$ cat src/rtl/gpr_wport_scoreboard.sv
// GPR write-port owner and MDU hazard scoreboard.
// The single GPR write port is shared between pipeline writeback and an
// out-of-band MDU result stream. One MDU result can be buffered. Destinations
// with an outstanding MDU write are tracked so that issue stalls on RAW/WAW.
module gpr_wport_scoreboard #(
  parameter int DW       = 32,
  parameter int MAX_WAIT = 4
) (
  input  logic          clk,
  input  logic          reset,
  input  logic          iss_valid,
  input  logic [4:0]    iss_rs,
  input  logic          iss_rs_use,
  input  logic [4:0]    iss_rt,
  input  logic          iss_rt_use,
  input  logic [4:0]    iss_wa,
  input  logic          iss_we,
  input  logic          iss_long,
  output logic          iss_stall,
  input  logic          wb_we,
  input  logic [4:0]    wb_wa,
  input  logic [DW-1:0] wb_wd,
  output logic          wb_hold,
  input  logic          mdu_valid,
  output logic          mdu_ready,
  input  logic [4:0]    mdu_wa,
  input  logic [DW-1:0] mdu_wd,
  output logic          gpr_we,
  output logic [4:0]    gpr_wa,
  output logic [DW-1:0] gpr_wd,
  output logic [5:0]    pend_cnt
);

  localparam logic [3:0] W_MAX = 4'(MAX_WAIT);

  typedef enum logic [1:0] {SRC_NONE, SRC_WB, SRC_BUF, SRC_MDU} src_e;

  logic [31:0]   r_pend;
  logic [5:0]    r_pend_cnt;
  logic          r_buf_valid;
  logic [4:0]    r_buf_wa;
  logic [DW-1:0] r_buf_wd;
  logic [3:0]    r_wait_cnt;

  src_e          w_src;
  logic          w_starve;
  logic          w_buf_grant;
  logic          w_mdu_acc;
  logic          w_fire;
  logic          w_hazard;
  logic [31:0]   w_set_mask;
  logic [31:0]   w_clr_mask;
  logic [31:0]   w_pend_nxt;
  logic [5:0]    w_pend_cnt_nxt;

  // Hazard check against registered pending bits only; reset holds issue.
  always_comb begin
    w_hazard = (iss_rs_use && (iss_rs != 5'd0) && r_pend[iss_rs])
             | (iss_rt_use && (iss_rt != 5'd0) && r_pend[iss_rt])
             | (iss_we     && (iss_wa != 5'd0) && r_pend[iss_wa]);
    iss_stall = reset | (iss_valid & w_hazard);
    w_fire    = iss_valid & ~iss_stall;
  end

  // Write-port arbitration: starving buffer, then WB, then buffer, then direct MDU.
  always_comb begin
    w_starve = r_buf_valid & (r_wait_cnt >= W_MAX);
    w_src    = SRC_NONE;
    if (reset)            w_src = SRC_NONE;
    else if (w_starve)    w_src = SRC_BUF;
    else if (wb_we)       w_src = SRC_WB;
    else if (r_buf_valid) w_src = SRC_BUF;
    else if (mdu_valid)   w_src = SRC_MDU;
    w_buf_grant = (w_src == SRC_BUF);
    mdu_ready   = ~reset & (~r_buf_valid | w_buf_grant);
    w_mdu_acc   = mdu_valid & mdu_ready;
    wb_hold     = ~reset & w_starve & wb_we;
  end

  // Port data mux; writes to reg 0 are consumed without enabling the GPR.
  always_comb begin
    gpr_wa = 5'd0;
    gpr_wd = '0;
    case (w_src)
      SRC_WB:  begin gpr_wa = wb_wa;    gpr_wd = wb_wd;    end
      SRC_BUF: begin gpr_wa = r_buf_wa; gpr_wd = r_buf_wd; end
      SRC_MDU: begin gpr_wa = mdu_wa;   gpr_wd = mdu_wd;   end
      default: ;
    endcase
    gpr_we = (w_src != SRC_NONE) && (gpr_wa != 5'd0);
  end

  // Next pending set: MDU/buffer commits clear, long-latency issues set.
  always_comb begin
    w_set_mask = '0;
    w_clr_mask = '0;
    if (w_fire && iss_we && iss_long && (iss_wa != 5'd0))
      w_set_mask[iss_wa] = 1'b1;
    if (((w_src == SRC_BUF) || (w_src == SRC_MDU)) && (gpr_wa != 5'd0))
      w_clr_mask[gpr_wa] = 1'b1;
    w_pend_nxt    = (r_pend & ~w_clr_mask) | w_set_mask;
    w_pend_nxt[0] = 1'b0;
    w_pend_cnt_nxt = 6'd0;
    for (int i = 0; i < 32; i++)
      w_pend_cnt_nxt = w_pend_cnt_nxt + 6'(w_pend_nxt[i]);
  end

  // Scoreboard, MDU buffer and starvation counter state.
  always_ff @(posedge clk) begin
    if (reset) begin
      r_pend      <= '0;
      r_pend_cnt  <= 6'd0;
      r_buf_valid <= 1'b0;
      r_buf_wa    <= 5'd0;
      r_buf_wd    <= '0;
      r_wait_cnt  <= 4'd0;
    end else begin
      r_pend     <= w_pend_nxt;
      r_pend_cnt <= w_pend_cnt_nxt;
      // A new accept that did not go straight to the port takes the slot,
      // even when the old entry leaves in the same cycle.
      if (w_mdu_acc && (w_src != SRC_MDU)) begin
        r_buf_valid <= 1'b1;
        r_buf_wa    <= mdu_wa;
        r_buf_wd    <= mdu_wd;
      end else if (w_buf_grant) begin
        r_buf_valid <= 1'b0;
      end
      if (!r_buf_valid || w_buf_grant) r_wait_cnt <= 4'd0;
      else if (r_wait_cnt != 4'd15)    r_wait_cnt <= r_wait_cnt + 4'd1;
    end
  end

  assign pend_cnt = r_pend_cnt;

endmodule
$ cat config.mk
export PLATFORM = sky130hd
export DESIGN_NAME = gpr_wport_scoreboard
export DESIGN_NICKNAME = d
export VERILOG_FILES = /design/src/rtl/gpr_wport_scoreboard.sv
export SDC_FILE = /design/constraint.sdc
export NUM_CORES = 1
export LEC_CHECK = 0
export ABC_AREA = 1
export CORE_MARGIN = 3
export CORE_UTILIZATION = 55
export CTS_CLUSTER_DIAMETER = 50
export DETAILED_ROUTE_END_ITERATION = 10
export GPL_ROUTABILITY_DRIVEN = 1
export PLACE_DENSITY = 0.9
export SETUP_SLACK_MARGIN = 0.4
export SKIP_CTS_REPAIR_TIMING = 1
export SYNTH_ARGS = -nofsm -noshare
export SYNTH_HDL_FRONTEND = slang
export SYNTH_SLANG_ARGS = --single-unit
$ cat constraint.sdc
create_clock -name clk -period 11.8 [get_ports clk]
set_input_delay 1.18 -clock clk [delete_from_list [all_inputs] [get_ports clk]]
set_output_delay 1.18 -clock clk [all_outputs]
set_load 0.05 [all_outputs]
---- Word-level counts from Yosys, hierarchy flattened ----
Cells that the tools add are included.
operators by class
  reduce and logical (&&, ||, !) cells .... 24
  add/subtract/negate cells ............... 31
  magnitude comparators ................... 7
  bitwise gates (word level) .............. 17
  equal/unequal tests ..................... 5
  mux-type cells .......................... 21
operator list
  cell                                                 number
  adder 6 x 1 -> 6 bit                                 25
  one-hot mux 32 bit (3 select lines)                  1
  two-way mux 32 bit                                   2
  AND 32 bit                                           1
  inverter 32 bit                                      1
  bitwise OR 32 bit                                    1
  < comparator 5 x 6 -> 1 bit, second input constant   4
  nonzero test 5 bit                                   4
  binary-select mux 1 bit (select 5 bit)               3
  one-hot mux 5 bit (3 select lines)                   1
  logical AND 1 bit                                    14
  demux 1 bit (select 5 bit)                           2
  >= comparator 5 x 1 -> 1 bit, second input constant  2
  two-way mux 2 bit                                    5
  AND 1 bit                                            7
  two-way mux 1 bit                                    7
  adder 5 x 1 -> 6 bit                                 1
  adder 4 x 1 -> 5 bit                                 1
  adder 3 x 1 -> 4 bit                                 1
  adder 4 x 1 -> 4 bit, second input constant          1
  == test 2 bit, second input constant                 2
  >= comparator 4 x 3 -> 1 bit, second input constant  1
  != test 4 bit, second input constant                 1
  bitwise OR 1 bit                                     4
  9 further kinds                                      13
word-level totals
  output and inout bits ................... 47
  word-level logic and storage cells ...... 112
  register bits after elaboration ......... 80

---- Depth between registers and ports, before layout ----
  depth after elaboration ................. 45
  depth in mapped cells ................... 36

---- Worst setup path after synthesis ----
No wires, ideal clock.
  path type ............................... in2reg
  from .................................... input port reset
  to ...................................... register r_pend_cnt[4], in the netlist pend_cnt[4]
  path slack .............................. 4.498 ns
  setup time .............................. 0.120 ns
  buffers on the path ..................... 1
  arrival time ............................ 7.183 ns
  required time ........................... 11.680 ns
  cell stages on the path ................. 29
  cell sequence ........................... buf_6 -> inv_4 -> o21ai_1 -> a21oi_4 -> nor2_4 -> nand2_1 -> nand2_1 -> nor2_1 -> nand2_1 -> nand3_1 -> nand2_1 -> nand2_1 -> inv_1 -> fa_1 -> inv_1 -> fa_1 -> inv_1 -> fa_1 -> inv_1 -> fa_1 -> fa_1 -> inv_1 -> fa_1 -> fa_1 -> fa_1 -> o21bai_1 -> a21oi_1 -> o21ai_0 -> a21oi_1
between the ends
  word-level cells in the longest chain between the ends .. 41
  elaborated cells between the ends (all ways) .. 54
  those cells by class .................... add/sub: 30; order compare: 2; eq/ne: 3; mux: 6; bitwise: 6; reduce/logical: 7
RTL lines
  what                                                                                               line  text
  from (decl)                                                                                        10    input logic reset,
  two-way mux 2 bit (*)                                                                              69    if (reset) w_src = SRC_NONE;
  == test 2 bit or == test 2 x 1 -> 1 bit (tied branches)                                            84    case (w_src)
  one-hot mux 5 bit (3 select lines) (*)                                                             84
  net gpr_wa[4]                                                                                      29    output logic [4:0] gpr_wa,
  < comparator 5 x 6 -> 1 bit (not written as such) or >= comparator 5 x 1 -> 1 bit (tied branches)  100   w_clr_mask[gpr_wa] = 1'b1;
  logical AND 1 bit (not written as such)                                                            100
  two-way mux 1 bit (not written as such)                                                            100
  demux 1 bit (select 5 bit)                                                                         100
  [... 3 more ...]                                                                                   n/a
  bitwise OR 32 bit (*)                                                                              101   w_pend_nxt = (r_pend & ~w_clr_mask) | w_set_mask;
  adder 1 x 1 -> 2 bit                                                                               105   w_pend_cnt_nxt = w_pend_cnt_nxt + 6'(w_pend_nxt[i]);
  adder 2 x 1 -> 3 bit                                                                               105
  adder 3 x 1 -> 4 bit                                                                               105
  adder 4 x 1 -> 5 bit                                                                               105
  adder 5 x 1 -> 6 bit                                                                               105
  adder 6 x 1 -> 6 bit (24 in series)                                                                105
  adder 6 x 1 -> 6 bit (*)                                                                           105
  to (signal assigned)                                                                               119   r_pend_cnt <= w_pend_cnt_nxt;
  to (decl)                                                                                          39    logic [5:0] r_pend_cnt;
The timed path passes the listed nets; every way through them passes the cells marked *.
A chain may end at the register's enable or synchronous reset.

---- Final worst setup path ----
  from .................................... input port reset
  to ...................................... register r_pend_cnt[4], in the netlist pend_cnt[4]
between the ends
  word-level cells in the longest chain between the ends .. 41
  elaborated cells between the ends (all ways) .. 54
  those cells by class .................... add/sub: 30; order compare: 2; eq/ne: 3; mux: 6; bitwise: 6; reduce/logical: 7
RTL lines
  what                                                                                               line    text
  two-way mux 2 bit                                                                                  69
  == test 2 bit or == test 2 x 1 -> 1 bit (tied branches)                                            84, 99
  one-hot mux 5 bit (3 select lines)                                                                 84
  < comparator 5 x 6 -> 1 bit (not written as such) or >= comparator 5 x 1 -> 1 bit (tied branches)  100
  logical AND 1 bit (not written as such)                                                            100
  two-way mux 1 bit (not written as such)                                                            100
  demux 1 bit (select 5 bit)                                                                         100
  two-way mux 32 bit                                                                                 99      if (((w_src == SRC_BUF) || (w_src == SRC_MDU)) && (gpr_wa != 5'd0))
  [... 2 more ...]                                                                                   n/a
  bitwise OR 32 bit (*)                                                                              101
  net w_pend_nxt[1]                                                                                  53      logic [31:0] w_pend_nxt;
  adder 1 x 1 -> 2 bit (*)                                                                           105
  adder 2 x 1 -> 3 bit (*)                                                                           105
  adder 3 x 1 -> 4 bit (*)                                                                           105
  adder 4 x 1 -> 5 bit (*)                                                                           105
  adder 5 x 1 -> 6 bit (*)                                                                           105
  adder 6 x 1 -> 6 bit (*) (25 in series)                                                            105
Marks and branches as above.

==> metrics.txt <==
biggest area consumer among synthesized cells dfxtp_1; clk buf depth 2; HPWL after DPL 14100 microns; clock slew at reported path FFs 80 ps; ranking of synthesized cells by area dfxtp_1, nand2_1, inv_1; Net Count, Synth 1085; Unique masters post-synth 34; Req. time, crit path 12050 ps; GP Congestion 1.02; adder-cell share of the synthesized area 9.36%; Clock Tree Root clkbuf_8; clk_lat worst skew 360 ps; crit path kind in -> reg; total grt overflow 0; final setup vio count 0; compound-gate portion of the synthesized area 20.0%; status complete, no violations; Final Skew 18.0 ps; Post-Synth XOR/XNOR Area 0.293%; GR Util All Layers 31.3%; top_reg_cell synth dfxtp_1; share of the synthesized area in the top cell type 26.4%; area delta synth->final 26.2%; FILL cells 883; H-tree levels 3; layout cell share with drive strength beyond 1 3.74%; Worst setup EP type flop; post-layout minimum cycle time 8910 ps; routed via count 6760; number of remaining DRC errors 0; HP Class reg -> reg; Chip Width 110 microns; antenna cells 0; crit share post-route 75.5%; CTS tree built; mux cell area share after synthesis 0%; total die area 12200 sq um; Max Cap Viol 0; ys async rst share 0%; FF-to-FF setup slack 4550 ps; Slew Limit Fails 0; Critical Path AT 9160 ps; Synth Instances 956; critical path peak fanout 76; final setup margin 2890 ps; starting density of the core 57.2%; total power 0.683 mW; WL final 18800 microns; Leak 3.16 nW; # clock sinks 79; Port Buffer Count 144; vias in the first global route 6338; wire per inst 15.6 microns; TritonRoute pass-1 iters 6; largest net degree at the start of global routing 77; Routed Antenna Nets 0; Slew HR 34.4%; syn_area_per_cell 6.26 sq um; DRT iter0 DRCs 719; Post-Synth Simple-Gate Area 30.8%; Slew @ Worst Pin 982 ps; Post-Syn Area 5990 sq um; Core ar. 10500 sq um; Worst Setup Start Kind primary input; Pwr Density 90.5 nW/um^2; # IOs 145; Ys Warns 0; Setup WS pre-CTS 2610 ps; worst hold path depth 2; Post-synth EDFFs 0; reg2reg path depth 27; row count 37; Fmax 112 MHz; Synth Register Bits 79; Final Hold Violating Endpoints 0; Die Span Y 110 microns; RSZ-0062 raised after global routing no; Final TNS setup 0 ps; Seq/Total Area, Yosys 26.4%; VDD IR max 0.0667 mV; total CTS buffers 9; number of vias per cell 5.61; Nets 1195; first-pass GRT wire length 30200 microns; initial antenna violation count 0; largest family of logic cells by synthesized area simple AND/OR/NAND/NOR gates
flip-flops by register name, summed over array words and instances (netlist names):
register,count
r_buf_valid,1
r_buf_wd,32
pend_cnt,6
r_pend,31
r_buf_wa,5
r_wait_cnt,4
per-stage QoR:
step	hold slack (ps)	cell area, sq um	std cells	utilization [%]
final	459	7550	1206	72.2
after global routing	474	7550	1206	72.2
after CTS	462	7550	1206	72.2
after detailed placement	448	7380	1191	70.5
after global placement	435	7380	1191	70.5
after floorplan	424	5990	956	-
power by group:
group / switching, mW / internal [mW]
combinational: 0.140 / 0.0768
sequential: 0.00416 / 0.278
clock: 0.102 / 0.0819
total: 0.247 / 0.437
Yosys cell counts, types with 2 or more instances:
master,count
clkbuf_1,23
o21ai_1,13
o211ai_1,33
a21oi_2,2
clkinv_1,3
buf_6,5
nor2_1,64
nor3_1,9
nand2_1,279
nand2_2,5
nand3_1,46
nand4_1,34
o21ai_2,5
ha_1,8
xnor2_1,2
inv_2,4
clkbuf_2,2
inv_1,136
dfxtp_1,79
buf_2,15
o21ai_0,71
o21bai_1,2
a21oi_1,81
fa_1,23
buf_1,3
cell type report:
class                   instances  area (sq um)  share of cell area (%)
inverters                     144           543                    7.19
flip-flops and latches         79          1580                    20.9
well taps                     136           170                    2.25
clock buffers                  11           141                    1.87
multi-input cells             685          3620                    48.0
clock inverters                 4          31.3                   0.414
repair buffers                147          1460                    19.4
cells by family after synthesis:
family          after synthesis
simple gates                441
compound gates              210
buf+inv                     192
flops                        79
fa+ha+maj                    31
xor+xnor                      2
other cells                   1
final timing paths:
path                    start           to
setup reg to reg  r_buf_valid  pend_cnt[4]
hold / removal    r_buf_wa[2]  r_buf_wa[2]
hold reg to reg   r_buf_wa[2]  r_buf_wa[2]
setup / recovery        reset  pend_cnt[4]
cell usage in the layout, fill, tap and decap left out, types with 9 or more instances in the layout:
cell type,n
inv_1,136
nor2_1,64
nand2_1,279
o21ai_1,13
nor3_1,9
o21ai_0,71
dfxtp_1,79
o211ai_1,33
clkbuf_8,10
nand3_1,46
fa_1,23
a21oi_1,81
clkdlybuf4s50_1,144
nand4_1,34
critical path: stages:
cell	delay, ps
clkdlybuf4s50_1	400
buf_4	260
inv_4	570
o21ai_1	240
a21oi_4	290
nand2_2	510
o21ai_2	290
inv_1	90
nand2_4	80
nand2_1	250
o21ai_0	300
nand2_1	110
fa_1	540
inv_1	50
fa_1	490
fa_1	530
inv_1	50
fa_1	480
fa_1	590
inv_1	70
fa_1	460
fa_1	420
fa_1	420
o21bai_1	150
a21oi_1	80
o21ai_0	150
a21oi_1	50
per-layer routing:
metal  wire length, microns  vias to the layer above  global-route usage [%]
met3                   1750                       59                    8.10
met1                   7490                     3056                    38.9
met2                   8890                      339                    52.6
met5                      0                        -                       0
met4                    617                        0                    11.1
li1                       -                     3306                       -
(Power assumes the default switching activity.)
